===== config.mk =====
export PLATFORM = sky130hd
export DESIGN_NAME = redmule_qint_pack_flat
export DESIGN_NICKNAME = d
export VERILOG_FILES = /design/src/rtl/redmule_qint_pack_if.sv /design/src/rtl/redmule_qint_pack.sv /design/src/flat_wrapper.sv
export SDC_FILE = /design/constraint.sdc
export NUM_CORES = 1
export LEC_CHECK = 0
export CORE_MARGIN = 3
export CORE_UTILIZATION = 54
export DETAILED_ROUTE_END_ITERATION = 6
export HOLD_SLACK_MARGIN = 0.02
export PLACE_DENSITY_LB_ADDON = 0.1
export SYNTH_ARGS = -nofsm -noshare
export SYNTH_HDL_FRONTEND = slang
export SYNTH_SLANG_ARGS = --single-unit

===== constraint.sdc =====
create_clock -name clk_i -period 2.5 [get_ports clk_i]
set_input_delay 0.75 -clock clk_i [delete_from_list [all_inputs] [get_ports clk_i]]
set_output_delay 0.75 -clock clk_i [all_outputs]
set_load 0.01 [all_outputs]

===== src/rtl/redmule_qint_pack_if.sv =====
// Target-format enum and the valid/ready stream interface (with byte strobe)
// used on both sides of the low-bit integer packer.
package redmule_qint_pkg;
    typedef enum logic [1:0] {
        QINT_8 = 2'd0,
        QINT_4 = 2'd1,
        QINT_2 = 2'd2
    } qint_fmt_e;
endpackage

interface hwpe_stream_intf_stream #(
    parameter int unsigned DATA_WIDTH = 32
);
    localparam int unsigned STRB_WIDTH = DATA_WIDTH / 8;

    logic                  valid;
    logic                  ready;
    logic [DATA_WIDTH-1:0] data;
    logic [STRB_WIDTH-1:0] strb;

    modport source (output valid, data, strb, input ready);
    modport sink   (input valid, data, strb, output ready);
endinterface


===== src/rtl/redmule_qint_pack.sv =====
// Packs 8-bit-per-lane integer beats into dense QINT_4 / QINT_2 words
// (QINT_8 passes through); a flush emits a partially filled word.
module redmule_qint_pack
    import redmule_qint_pkg::*;
#(
    parameter int unsigned DW = 32
) (
    input  logic                          clk_i,
    input  logic                          rst_ni,
    input  logic                          clear_i,
    input  qint_fmt_e                     fmt_i,
    input  logic                          flush_i,
    hwpe_stream_intf_stream.sink          stream_i,
    hwpe_stream_intf_stream.source        stream_o,
    output logic                          idle_o
);
    localparam int unsigned LANES  = DW / 8;
    localparam int unsigned SW     = DW / 8;
    localparam int unsigned CNT_W  = 2;
    localparam int unsigned FILL_W = $clog2(SW + 1);

    logic [CNT_W-1:0]  cnt_q, cnt_d;
    logic [DW-1:0]     acc_q, acc_d;
    logic [DW-1:0]     out_data_q, out_data_d;
    logic [SW-1:0]     out_strb_q, out_strb_d;
    logic              out_valid_q, out_valid_d;
    logic              flush_pend_q, flush_pend_d;
    logic              idle_q, idle_d;

    logic [DW/2-1:0]   beat4_c;
    logic [DW/4-1:0]   beat2_c;
    logic [DW-1:0]     beat_shift_c;
    logic [CNT_W-1:0]  last_cnt_c;
    logic [CNT_W-1:0]  cnt_after_c;
    logic [DW-1:0]     acc_after_c;
    logic [FILL_W-1:0] filled_c;
    logic [SW-1:0]     part_strb_c;
    logic              out_busy_c;
    logic              accept_c;
    logic              complete_c;
    logic              flush_req_c;
    logic              unused_strb_c;

    // Input strobes carry no meaning for packing.
    assign unused_strb_c = ^stream_i.strb;

    // Low b bits of every lane, densely concatenated (plain truncation).
    always_comb begin
        beat4_c = '0;
        beat2_c = '0;
        for (int unsigned i = 0; i < LANES; i++) begin
            beat4_c[i*4 +: 4] = stream_i.data[i*8 +: 4];
            beat2_c[i*2 +: 2] = stream_i.data[i*8 +: 2];
        end
    end

    // Slot placement of the current beat and last beat index per format.
    always_comb begin
        case (fmt_i)
            QINT_4: begin
                last_cnt_c   = CNT_W'(1);
                beat_shift_c = DW'(beat4_c) << (32'(cnt_q) * (DW / 2));
            end
            QINT_2: begin
                last_cnt_c   = CNT_W'(3);
                beat_shift_c = DW'(beat2_c) << (32'(cnt_q) * (DW / 4));
            end
            default: begin
                last_cnt_c   = CNT_W'(0);
                beat_shift_c = stream_i.data;
            end
        endcase
    end

    assign out_busy_c     = out_valid_q && !stream_o.ready;
    assign stream_i.ready = !flush_pend_q && !((cnt_q == last_cnt_c) && out_busy_c);

    always_comb begin
        accept_c    = stream_i.valid && stream_i.ready;
        complete_c  = accept_c && (cnt_q == last_cnt_c);
        cnt_after_c = accept_c ? cnt_q + CNT_W'(1) : cnt_q;
        acc_after_c = accept_c ? (acc_q | beat_shift_c) : acc_q;
        flush_req_c = flush_i || flush_pend_q;
    end

    // Byte strobe of a partial word: bytes covered by the accepted beats.
    always_comb begin
        case (fmt_i)
            QINT_4:  filled_c = FILL_W'(32'(cnt_after_c) * (SW / 2));
            QINT_2:  filled_c = FILL_W'(32'(cnt_after_c) * (SW / 4));
            default: filled_c = FILL_W'(SW);
        endcase
        part_strb_c = '0;
        for (int unsigned i = 0; i < SW; i++) begin
            part_strb_c[i] = (FILL_W'(i) < filled_c);
        end
    end

    always_comb begin
        cnt_d        = cnt_after_c;
        acc_d        = acc_after_c;
        out_data_d   = out_data_q;
        out_strb_d   = out_strb_q;
        out_valid_d  = out_valid_q && !stream_o.ready;
        flush_pend_d = 1'b0;
        if (complete_c) begin
            cnt_d       = '0;
            acc_d       = '0;
            out_data_d  = acc_after_c;
            out_strb_d  = '1;
            out_valid_d = 1'b1;
        end else if (flush_req_c && (cnt_after_c != '0)) begin
            if (out_busy_c) begin
                flush_pend_d = 1'b1;
            end else begin
                cnt_d       = '0;
                acc_d       = '0;
                out_data_d  = acc_after_c;
                out_strb_d  = part_strb_c;
                out_valid_d = 1'b1;
            end
        end
        if (clear_i) begin
            cnt_d        = '0;
            acc_d        = '0;
            out_valid_d  = 1'b0;
            flush_pend_d = 1'b0;
        end
        idle_d = (cnt_d == '0) && !out_valid_d && !flush_pend_d;
    end

    always_ff @(posedge clk_i or negedge rst_ni) begin
        if (!rst_ni) begin
            cnt_q        <= '0;
            acc_q        <= '0;
            out_data_q   <= '0;
            out_strb_q   <= '0;
            out_valid_q  <= 1'b0;
            flush_pend_q <= 1'b0;
            idle_q       <= 1'b1;
        end else begin
            cnt_q        <= cnt_d;
            acc_q        <= acc_d;
            out_data_q   <= out_data_d;
            out_strb_q   <= out_strb_d;
            out_valid_q  <= out_valid_d;
            flush_pend_q <= flush_pend_d;
            idle_q       <= idle_d;
        end
    end

    assign stream_o.valid = out_valid_q;
    assign stream_o.data  = out_data_q;
    assign stream_o.strb  = out_strb_q;
    assign idle_o         = idle_q;

endmodule

===== src/flat_wrapper.sv =====
// flat-port wrapper written by rule: the top's interface ports become plain ports
module redmule_qint_pack_flat import redmule_qint_pkg::*;
#(
    parameter int unsigned DW = 32
)
  (clk_i, rst_ni, clear_i, fmt_i, flush_i, idle_o, stream_i_valid, stream_i_data, stream_i_strb, stream_i_ready, stream_o_valid, stream_o_data, stream_o_strb, stream_o_ready);
  hwpe_stream_intf_stream stream_i_i ();
  hwpe_stream_intf_stream stream_o_i ();
  input  logic clk_i;
  input  logic rst_ni;
  input  logic clear_i;
  input  qint_fmt_e fmt_i;
  input  logic flush_i;
  output logic idle_o;
  input wire logic [$bits(stream_i_i.valid)-1:0] stream_i_valid;
  input wire logic [$bits(stream_i_i.data)-1:0] stream_i_data;
  input wire logic [$bits(stream_i_i.strb)-1:0] stream_i_strb;
  output wire logic [$bits(stream_i_i.ready)-1:0] stream_i_ready;
  output wire logic [$bits(stream_o_i.valid)-1:0] stream_o_valid;
  output wire logic [$bits(stream_o_i.data)-1:0] stream_o_data;
  output wire logic [$bits(stream_o_i.strb)-1:0] stream_o_strb;
  input wire logic [$bits(stream_o_i.ready)-1:0] stream_o_ready;
  assign stream_i_i.valid = stream_i_valid;
  assign stream_i_i.data = stream_i_data;
  assign stream_i_i.strb = stream_i_strb;
  assign stream_i_ready = stream_i_i.ready;
  assign stream_o_valid = stream_o_i.valid;
  assign stream_o_data = stream_o_i.data;
  assign stream_o_strb = stream_o_i.strb;
  assign stream_o_i.ready = stream_o_ready;
  redmule_qint_pack #(.DW(DW)) u_core (.clk_i(clk_i), .rst_ni(rst_ni), .clear_i(clear_i), .fmt_i(fmt_i), .flush_i(flush_i), .stream_i(stream_i_i), .stream_o(stream_o_i), .idle_o(idle_o));
endmodule

==> impl_metrics.py <==
metrics = {
    "global_routing": {
        "grt_usage_pct": 26.9,
        "grt-ovfl-total": 0,
        "antenna_found_initial": 0,
        "grt_pass1_vias": 3228,
        "grt_start_max_net_pins": 74,
        "grt_first_pass_wirelength_um": 15900,
    },
    "sta": {
        "fin_ws_ns": 0.0629,
        "period_share_pct": 97.5,
        "fmax_ghz": 0.410,
        "relSlewSlack_pct": 65.6,
        "skew_ns": 0.00498,
        "worst_slew_pin_slew_ns": 0.511,
        "finalCriticalPeriod_ns": 2.44,
        "setup_viol": 0,
        "hold_viol_final": 0,
        "report.final.slew_viol_count": 0,
        "rsz0062_at_grt": "no",
    },
    "layout": {
        "nNetsFinal": 539,
        "seq_area_um2": 1830,
        "synthToLayoutAreaGrowth_pct": 36.4,
        "drive_above_1_share_pct": 13.7,
        "fillers": 483,
        "multi_input_area_um2": 1630,
        "antennaDiodeCount": 0,
    },
    "logic_synthesis": {
        "synth_edf_count": 0,
        "synth_cells": 399,
        "synth_flop_cell": "dfrtp_1",
        "synth-warning-count": 0,
        "ys_seq_elements": 73,
        "syn_area_per_cell_um2": 8.97,
        "mappedNetlistArea_um2": 3580,
        "ys_top_cells_by_area": "dfrtp_1, nor2_1, a21oi_1",
        "postSynthNetCount": 445,
        "ys_seq_area_share_pct": 51.1,
        "synth_area_leader_cell": "dfrtp_1",
        "synth_top_area_share_pct": 50.3,
        "async_flop_share_pct": 100,
        "synth_cell_types": 53,
    },
    "routing": {
        "wire_per_inst_um": 16.7,
        "drtIter0Drc": 286,
        "dr.pass1.iters": 5,
        "drc_errors": 0,
        "routed_via_density": 5.80,
        "final_antenna_net_count": 0,
        "vias": 3333,
        "drt_wl_total_um": 9620,
    },
    "worst_setup_path": {
        "cp.arrival_ns": 1.69,
        "criticalPathCategory": "in -> out",
        "cp-end-kind": "output pin",
        "worstPathMaxFanout": 2,
        "setup.worst_path.start_class": "input pin",
        "required_ns": 1.75,
    },
    "status": {
        "status": "complete, no violations",
    },
    "cts": {
        "cts_max_path_buffers": 2,
        "clock_sinks": 73,
        "cts_setup_buffers": 0,
        "cts_max_level": 3,
        "worst_skew_pair.late_latency_ns": 0.35,
        "cts_buffers": 9,
        "holdBufCountCts": 0,
        "root_buffer": "clkbuf_8",
        "clk_pin_slew_ns": 0.08,
        "cts_tree": "built",
    },
    "die": {
        "num_rows": 29,
        "die_x_um": 87.4,
        "die_area_um2": 7640,
        "ios": 83,
        "floorplan.initialDensity_pct": 56.1,
        "fp.dieH_um": 87.4,
        "core_um2": 6390,
    },
    "pwr": {
        "peakVddDrop_mv": 0.557,
        "power_uw": 3750,
        "p_int_uw": 2570,
        "seq_power_share_pct": 40.7,
        "clkPwrFrac_pct": 26.2,
        "p_sw_uw": 1180,
        "power.leakage_uw": 0.00208,
        "combPwrFrac_pct": 33.1,
        "switching_share_pct": 31.4,
        "power.density_nw_per_um2": 767,
    },
    "place": {
        "dp_hpwl_um": 6480,
        "gp_congestion": 0.906,
        "place_ws_ns": -0.771,
        "io_buffers": 78,
    },
    "hold_path": {
        "hold_class": "in -> async",
    },
    "flow_run": {
        "cap_violations": 0,
    },
}
layout by cell type, fill, tap and decap left out, types with 2 or more instances in the layout:
cell	Yosys	final
clkbuf_8	0	11
nor2_1	89	89
buf_2	19	2
inv_1	6	5
xor2_2	1	2
a22o_1	2	2
nand3_1	4	4
nor4b_1	2	2
a21oi_1	64	64
nor3b_1	3	3
dfrtp_1	72	72
clkinvlp_4	0	2
buf_4	1	30
nand2b_1	4	4
a32oi_1	6	6
nor2b_1	4	4
o22a_1	3	3
clkdlybuf4s50_1	0	74
o31ai_1	3	3
and4b_1	2	2
or3_1	2	2
nand4b_1	2	2
o21ai_0	13	13
a31oi_1	9	9
a22oi_1	14	14
nand2_1	33	33
buf_12	0	4
metrics by stage:
step	setup TNS, ns	instances	util [%]	cell area [um^2]	hold slack, ns
5_1_grt	0	575	76.4	4880	0.442
3_3_place_gp	-39.55	559	72.5	4630	0.461
6_report	0	575	76.4	4880	0.415
3_5_place_dp	-43.47	559	72.5	4630	0.471
4_1_cts	0	575	76.3	4870	0.429
2_1_floorplan	0	399	-	3580	0.449
Yosys cell counts, types with 2 or more instances:
master	number
inv_1	6
or3_1	2
nand3_1	4
clkbuf_1	8
xor2_1	2
a22o_1	2
o21ai_0	13
o22a_1	3
buf_2	19
nand2b_1	4
nand4b_1	2
a31oi_1	9
nor3b_1	3
ha_1	2
a32oi_1	6
xnor2_1	2
and4b_1	2
nor4b_1	2
dfrtp_1	72
buf_1	2
a22oi_1	14
nor2b_1	4
nor2_1	89
o31ai_1	3
a21oi_1	64
nand2_1	33
power by group through the flow:
stage / Sequential [uW] / Combinational, uW / Clock [uW]
finish: 1520 / 1240 / 983
global route: 1550 / 1360 / 1050
CTS: 1520 / 1240 / 1000
detailed placement: 1540 / 1230 / 0
global placement: 1530 / 1200 / 0
floorplan: 1630 / 471 / 0
flip-flops by register name, summed over array words and instances (netlist names):
register               cells
u_core.cnt_q               2
u_core.stream_o.data      32
u_core.acc_q              32
u_core.idle_o              1
u_core.stream_o.strb       4
u_core.stream_o.valid      1
u_core.flush_pend_q        1
final timing paths:
path                       depth (start not counted)                 endpoint  slack [ns]             start
max in group asynchronous                          2            u_core.idle_o        1.78            rst_ni
min in group clk_i                                 2         u_core.acc_q[27]        0.49  u_core.acc_q[27]
min reg2reg                                        2         u_core.acc_q[27]        0.49  u_core.acc_q[27]
max                                                5           stream_i_ready        0.06          fmt_i[1]
max reg2reg                                        8  u_core.stream_o.strb[0]        0.51   u_core.cnt_q[1]
min                                                2      u_core.flush_pend_q        0.42            rst_ni
final cells by class:
cell class / instances / share of cell area [%]
well taps: 77 / 1.97
clock inverters: 5 / 1.28
clock buffers: 11 / 3.10
repair buffers: 113 / 22.3
flip-flops and latches: 73 / 37.5
multi-input cells: 290 / 33.5
inverters: 6 / 0.461
cells by family after synthesis:
logic type,count (synthesis),synth area share (%)
AND/OR/NAND/NOR,157,20.0
multiplexers,1,0.280
buffers and inverters,36,4.54
adder cells (fa/ha/maj),2,0.699
AO/OA/AOI/OAI,125,22.0
XOR/XNOR,5,1.43
flip-flops,73,51.1
worst max-delay path, cell delays in order:
cell             delay, ns
clkdlybuf4s15_1       0.21
ha_4                  0.25
xor2_2                0.18
a31oi_1               0.15
buf_2                 0.15
per-layer routing:
layer  vias up  track usage (%)  routed length, um
li1       1579                -                  -
met1      1584             36.5               4150
met2       150             42.7               4640
met3        20             7.10                678
met4         0             7.67                157
met5         -                0                  0
repair_timing:
action,CTS,global route
resized for setup,12,4
endpoints found under the hold margin,0,0
setup endpoints to repair,73,18
cloned,0,0
pin swaps,2,2
Note: power is estimated with default switching activity, not from simulation.
